File: src/rtl/usb_tx_scheduler.sv
// Packet scheduler for the FT232H transmit path: picks the next 500-byte packet
// (RX IQ block or wide-bandscope burst packet) and hands it to the byte writer.
module usb_tx_scheduler #(
    parameter int BS_PACKETS   = 67,
    parameter int NBS_PACKETS  = 67,
    parameter int RX_BURST_MAX = 4
) (
    input  logic       usb_clock,
    input  logic       reset,
    input  logic       rx_on,
    input  logic       bs_on,
    input  logic       nbs_on,
    input  logic       nbs_start,
    input  logic       rx_block_tgl,
    input  logic       bs_ready_tgl,
    input  logic       rd_active,
    input  logic       pkt_ack,
    input  logic       pkt_done,
    output logic       pkt_req,
    output logic [1:0] pkt_type,
    output logic [7:0] pkt_pn,
    output logic       rx_blk,
    output logic       bs_addr_rst,
    output logic [7:0] rx_overrun,
    output logic       busy
);

    localparam int              SW         = $clog2(RX_BURST_MAX + 1);
    localparam logic [SW-1:0]   STREAK_MAX = SW'(RX_BURST_MAX);
    localparam logic [7:0]      NBS_LIMIT  = 8'(NBS_PACKETS);
    localparam logic [7:0]      BS_LAST    = 8'(BS_PACKETS - 1);
    localparam logic [1:0]      TYPE_NONE  = 2'b00;
    localparam logic [1:0]      TYPE_RX    = 2'b01;
    localparam logic [1:0]      TYPE_BS    = 2'b10;

    typedef enum logic [1:0] {
        ST_IDLE = 2'd0,
        ST_REQ  = 2'd1,
        ST_BUSY = 2'd2
    } state_t;

    state_t          state_reg;
    logic            rx_seen_reg;
    logic            bs_seen_reg;
    logic            rx_pend_reg;
    logic            rx_blk_next_reg;
    logic            bs_active_reg;
    logic [7:0]      bs_pn_reg;
    logic [7:0]      nbs_pn_reg;
    logic [SW-1:0]   rx_streak_reg;

    logic in_idle;
    logic in_req;
    logic in_busy;
    logic rx_event;
    logic bs_event;
    logic rx_elig;
    logic bs_go;
    logic rx_drop;
    logic rx_taken;
    logic bs_abort;
    logic done_rx;
    logic done_bs;
    logic grant_rx;
    logic grant_bs;

    assign in_idle  = (state_reg == ST_IDLE);
    assign in_req   = (state_reg == ST_REQ);
    assign in_busy  = (state_reg == ST_BUSY);

    assign rx_event = rx_block_tgl ^ rx_seen_reg;
    assign bs_event = (bs_ready_tgl ^ bs_seen_reg) & ~bs_active_reg;

    // Narrow-bandscope mode only lets RX through inside the window, up to the quota.
    assign rx_elig  = rx_pend_reg & (~nbs_on | (nbs_start & (nbs_pn_reg < NBS_LIMIT)));
    assign bs_go    = bs_active_reg & bs_on;
    assign rx_drop  = in_idle & nbs_on & rx_pend_reg & ~rx_elig;
    assign rx_taken = in_req & pkt_ack & (pkt_type == TYPE_RX);
    assign bs_abort = in_idle & bs_active_reg & ~bs_on;
    assign done_rx  = in_busy & pkt_done & (pkt_type == TYPE_RX);
    assign done_bs  = in_busy & pkt_done & (pkt_type == TYPE_BS);

    // RX wins until it has had RX_BURST_MAX packets in a row against a pending burst.
    assign grant_rx = in_idle & ~rd_active & rx_elig & (~bs_go | (rx_streak_reg < STREAK_MAX));
    assign grant_bs = in_idle & ~rd_active & ~grant_rx & bs_go;

    always_ff @(posedge usb_clock or negedge reset) begin
        if (!reset) begin
            state_reg       <= ST_IDLE;
            rx_seen_reg     <= 1'b0;
            bs_seen_reg     <= 1'b0;
            rx_pend_reg     <= 1'b0;
            rx_blk_next_reg <= 1'b0;
            bs_active_reg   <= 1'b0;
            bs_pn_reg       <= 8'd0;
            nbs_pn_reg      <= 8'd0;
            rx_streak_reg   <= '0;
            pkt_req         <= 1'b0;
            pkt_type        <= TYPE_NONE;
            pkt_pn          <= 8'd0;
            rx_blk          <= 1'b0;
            bs_addr_rst     <= 1'b0;
            rx_overrun      <= 8'd0;
            busy            <= 1'b0;
        end else begin
            bs_addr_rst <= 1'b0;

            // A block arriving in the same cycle it is consumed or dropped re-arms rx_pend.
            if (rx_taken || rx_drop) begin
                rx_pend_reg <= 1'b0;
            end
            if (rx_event) begin
                rx_seen_reg <= rx_block_tgl;
                if (rx_on) begin
                    rx_pend_reg     <= 1'b1;
                    rx_blk_next_reg <= rx_block_tgl;
                    if (rx_pend_reg && !rx_taken && !rx_drop && (rx_overrun != 8'hFF)) begin
                        rx_overrun <= rx_overrun + 8'd1;
                    end
                end
            end

            if (!nbs_on) begin
                nbs_pn_reg <= 8'd0;
            end else if (!nbs_start && (nbs_pn_reg == NBS_LIMIT)) begin
                nbs_pn_reg <= 8'd0;
            end else if (done_rx) begin
                nbs_pn_reg <= nbs_pn_reg + 8'd1;
            end

            if (bs_event) begin
                if (bs_on) begin
                    bs_active_reg <= 1'b1;
                    bs_pn_reg     <= 8'd0;
                end else begin
                    bs_seen_reg <= bs_ready_tgl;
                end
            end

            // Ending a burst consumes only the toggle that opened it, so an odd
            // number of toggles seen during the burst surfaces as a fresh capture.
            if (bs_abort) begin
                bs_active_reg <= 1'b0;
                bs_seen_reg   <= ~bs_seen_reg;
                bs_addr_rst   <= 1'b1;
            end

            if (!bs_active_reg || done_bs) begin
                rx_streak_reg <= '0;
            end else if (done_rx && (rx_streak_reg != STREAK_MAX)) begin
                rx_streak_reg <= rx_streak_reg + SW'(1);
            end

            case (state_reg)
                ST_IDLE: begin
                    if (grant_rx) begin
                        pkt_req   <= 1'b1;
                        pkt_type  <= TYPE_RX;
                        pkt_pn    <= nbs_pn_reg;
                        rx_blk    <= rx_blk_next_reg;
                        busy      <= 1'b1;
                        state_reg <= ST_REQ;
                    end else if (grant_bs) begin
                        pkt_req   <= 1'b1;
                        pkt_type  <= TYPE_BS;
                        pkt_pn    <= bs_pn_reg;
                        busy      <= 1'b1;
                        state_reg <= ST_REQ;
                    end
                end
                ST_REQ: begin
                    if (pkt_ack) begin
                        pkt_req   <= 1'b0;
                        state_reg <= ST_BUSY;
                    end
                end
                ST_BUSY: begin
                    if (pkt_done) begin
                        if (pkt_type == TYPE_BS) begin
                            if (bs_pn_reg == BS_LAST) begin
                                bs_pn_reg     <= 8'd0;
                                bs_active_reg <= 1'b0;
                                bs_seen_reg   <= ~bs_seen_reg;
                                bs_addr_rst   <= 1'b1;
                            end else begin
                                bs_pn_reg <= bs_pn_reg + 8'd1;
                            end
                        end
                        pkt_type  <= TYPE_NONE;
                        busy      <= 1'b0;
                        state_reg <= ST_IDLE;
                    end
                end
                default: begin
                    pkt_req   <= 1'b0;
                    pkt_type  <= TYPE_NONE;
                    busy      <= 1'b0;
                    state_reg <= ST_IDLE;
                end
            endcase
        end
    end

endmodule

File: config.mk
export PLATFORM = sky130hd
export DESIGN_NAME = usb_tx_scheduler
export DESIGN_NICKNAME = d
export VERILOG_FILES = /design/src/rtl/usb_tx_scheduler.sv
export SDC_FILE = /design/constraint.sdc
export NUM_CORES = 1
export LEC_CHECK = 0
export BUFFER_PORTS_ARGS = -buffer_cell sky130_fd_sc_hd__buf_2
export CORE_UTILIZATION = 30
export DETAILED_ROUTE_END_ITERATION = 7
export PLACE_DENSITY_LB_ADDON = 0.15
export SYNTH_ARGS = -nofsm -noshare
export SYNTH_HDL_FRONTEND = slang
export SYNTH_SLANG_ARGS = --single-unit
File: constraint.sdc
create_clock -name usb_clock -period 2.2 [get_ports usb_clock]
set_input_delay 0.22 -clock usb_clock [delete_from_list [all_inputs] [get_ports usb_clock]]
set_output_delay 0.22 -clock usb_clock [all_outputs]
set_load 0.01 [all_outputs]
==> impl_metrics.ini <==
[run_status]
status = completed

[timing]
fmax_mhz = 496
grt_setup_unrepaired = no
tns_ns = 0
max_slew_margin_pct = 59.2
final-hold-violation-count = 0
worst_slew_pin_slew_ns = 0.612
period_needed_ns = 2.02
finClkSkew_ns = 0.0101
finalCritPeriodShare_pct = 91.7
maxSlewViolCount = 0
setup_viol = 0

[drt]
vias = 1797
antenna_left = 0
post_drt_wl_per_cell_microns = 13.4
dr.pass1.iters = 4
routed_wl_microns = 5090
drt_iter0_drc = 71
avgViaCountPerCell = 4.72
drc = 0

[cts]
worst_setup_hold_path_clk_slew_ns = 0.09
post-cts-setup-buffers = 0
root_buffer = clkbuf_8
cts_buffers = 5
cts_tree = done
ctsResizeCount = 0
cts_hold_buffers = 0
clock_path_buffers = 2
clkSinkCount = 48
h-tree-depth = 2
clk_latency_ns = 0.31

[synthesis]
synthFlopType = dfrtp_1
yosys_warnings = 0
ys_seq_area_share_pct = 50.5
synthMuxAreaShare_pct = 5.58
syn_area_sq_um = 2380
ys_ff_latch = 48
synth_top_family_by_area = simple AND/OR/NAND/NOR gates
synth_fa_ha_area_share_pct = 3.16
synth-compound-area-share_pct = 9.21
async_flop_share_pct = 100
synth_xor_area_share_pct = 8.10
synthCells = 230
synth_edf_count = 0
synth_simple_gate_area_share_pct = 21.6
ys_types = 39
synth.avg_cell_area_sq_um = 10.3
syn-num-nets = 247

[die]
io_pins = 33
initial_core_util_pct = 30.9
fp.coreArea_sq_um = 7690
dieArea_sq_um = 8290
rows = 32
die_h_microns = 91.0
die_x_microns = 91.0

[power_and_ir_drop]
p_leak_nw = 1.40
power_density_nw_per_um2 = 904
ir_worst_vdd_mv = 0.412

[setup_path]
rrSetupSlack_ns = 0.18
reg2reg_to = rx_overrun[1]
crit_fanout = 8
rr_worst_depth = 5
worst-endpoint-arrival_ns = 2.21
worstReg2RegStart = nbs_pn_reg[3]
endpoint_kind = flop
cp.required_ns = 2.39
crit_type = reg2reg
critPathLaunchType = flop

[place]
gp_congestion = 0.768
port_buffers = 32
dp_cells = 371
dp_hpwl_microns = 3760

[global_routing]
grt_pass1_wl_microns = 8760
grt_pass1_vias = 1784
antenna_found_initial = 0
grt_max_degree = 49
globalRouteOverflowTotal = 0
grtUsageTotal_pct = 13.4

[cells_and_area]
syn2layout_area_growth_pct = 20.5
n_antenna_cell = 0
nets = 295
finalNonFillerCells = 381
drive_above_1_share_pct = 22.2

[worst_hold_path]
min_path_type = in2async

[job]
cap_violations = 0
cell usage after synthesis (all sizes together) (4+ instances only):
master	number	area (sq um)
xnor2	14	123
nand3	9	45.0
ha	6	75.1
nand4	6	37.5
nand2b	4	25.0
nand2	29	109
and3	9	56.3
mux2i	11	110
dfrtp	48	1200
xor2	8	70.1
o21ai	21	105
inv	4	15.0
o211ai	4	40.0
nor2	22	82.6
cell type report:
| cell class | instances | area (sq um) |
|---|---|---|
| clock buffers | 5 | 68.8 |
| well taps | 102 | 128 |
| fillers | 832 | 4820 |
| inverters | 4 | 15.0 |
| clock inverters | 3 | 42.5 |
| flip-flops and latches | 48 | 1200 |
| multi-input cells | 173 | 1130 |
| repair buffers | 46 | 278 |
critical path, cell delays in order (launching register included):
cell	delay (ns)
dfrtp_1	0.44
or4_4	0.60
o211ai_2	0.18
nor3b_4	0.19
buf_4	0.18
mux2_1	0.32
layer usage:
layer / track usage [%] / up-vias / routed length (microns)
met5: 0 / - / 0
met4: 4.89 / 0 / 84
met3: 2.93 / 7 / 210
met2: 21.0 / 32 / 2320
met1: 18.1 / 866 / 2470
li1: - / 892 / -
cells in the final DEF, fill, tap and decap left out, drive strengths merged, types with 5 or more instances in the layout:
master / instances
buf: 46
nand4: 6
dfrtp: 48
nand2: 29
ha: 6
xnor2: 14
mux2i: 11
nor2: 22
xor2: 8
o21ai: 21
nand3: 9
clkbuf: 5
and3: 9
where the power goes:
part           switching, mW  total (mW)  internal, mW
Clock                  0.308       0.645         0.337
Combinational          0.411       0.737         0.326
Sequential             0.164        1.21          1.04
logic make-up (layout without fill, tap and decap cells):
| group | Yosys count | after routing |
|---|---|---|
| mux | 13 | 13 |
| fa+ha+maj | 6 | 6 |
| buf+inv | 9 | 58 |
| xor+xnor | 22 | 22 |
| simple gates | 99 | 99 |
| compound gates | 33 | 33 |
| flops | 48 | 48 |
metrics by stage:
stage	power (mW)	utilization (%)	area (sq um)	hold WS, ns	setup slack, ns
after floorplan	1.68	-	2380	-0.0756	0.137
after global placement	1.96	35.6	2740	0.378	0.138
after detailed placement	1.97	35.6	2740	0.368	0.109
after CTS	2.62	37.1	2850	0.0313	0.0817
after global routing	2.77	37.3	2870	0.0705	0.0913
final	2.59	37.3	2870	0.00332	0.183
how the worst max path moves through the flow:
stage | from | endpoint | slack [ns] | cells past startpoint
final | nbs_pn_reg[3] | rx_overrun[1] | 0.18 | 5
after global routing | nbs_pn_reg[0] | rx_overrun[1] | 0.09 | 6
after CTS | nbs_pn_reg[0] | rx_overrun[1] | 0.08 | 5
after detailed placement | nbs_pn_reg[0] | rx_overrun[1] | 0.11 | 5
after global placement | nbs_pn_reg[0] | rx_overrun[1] | 0.14 | 5
after floorplan | nbs_pn_reg[0] | rx_blk | 0.14 | 6
(Power assumes the default switching activity.)
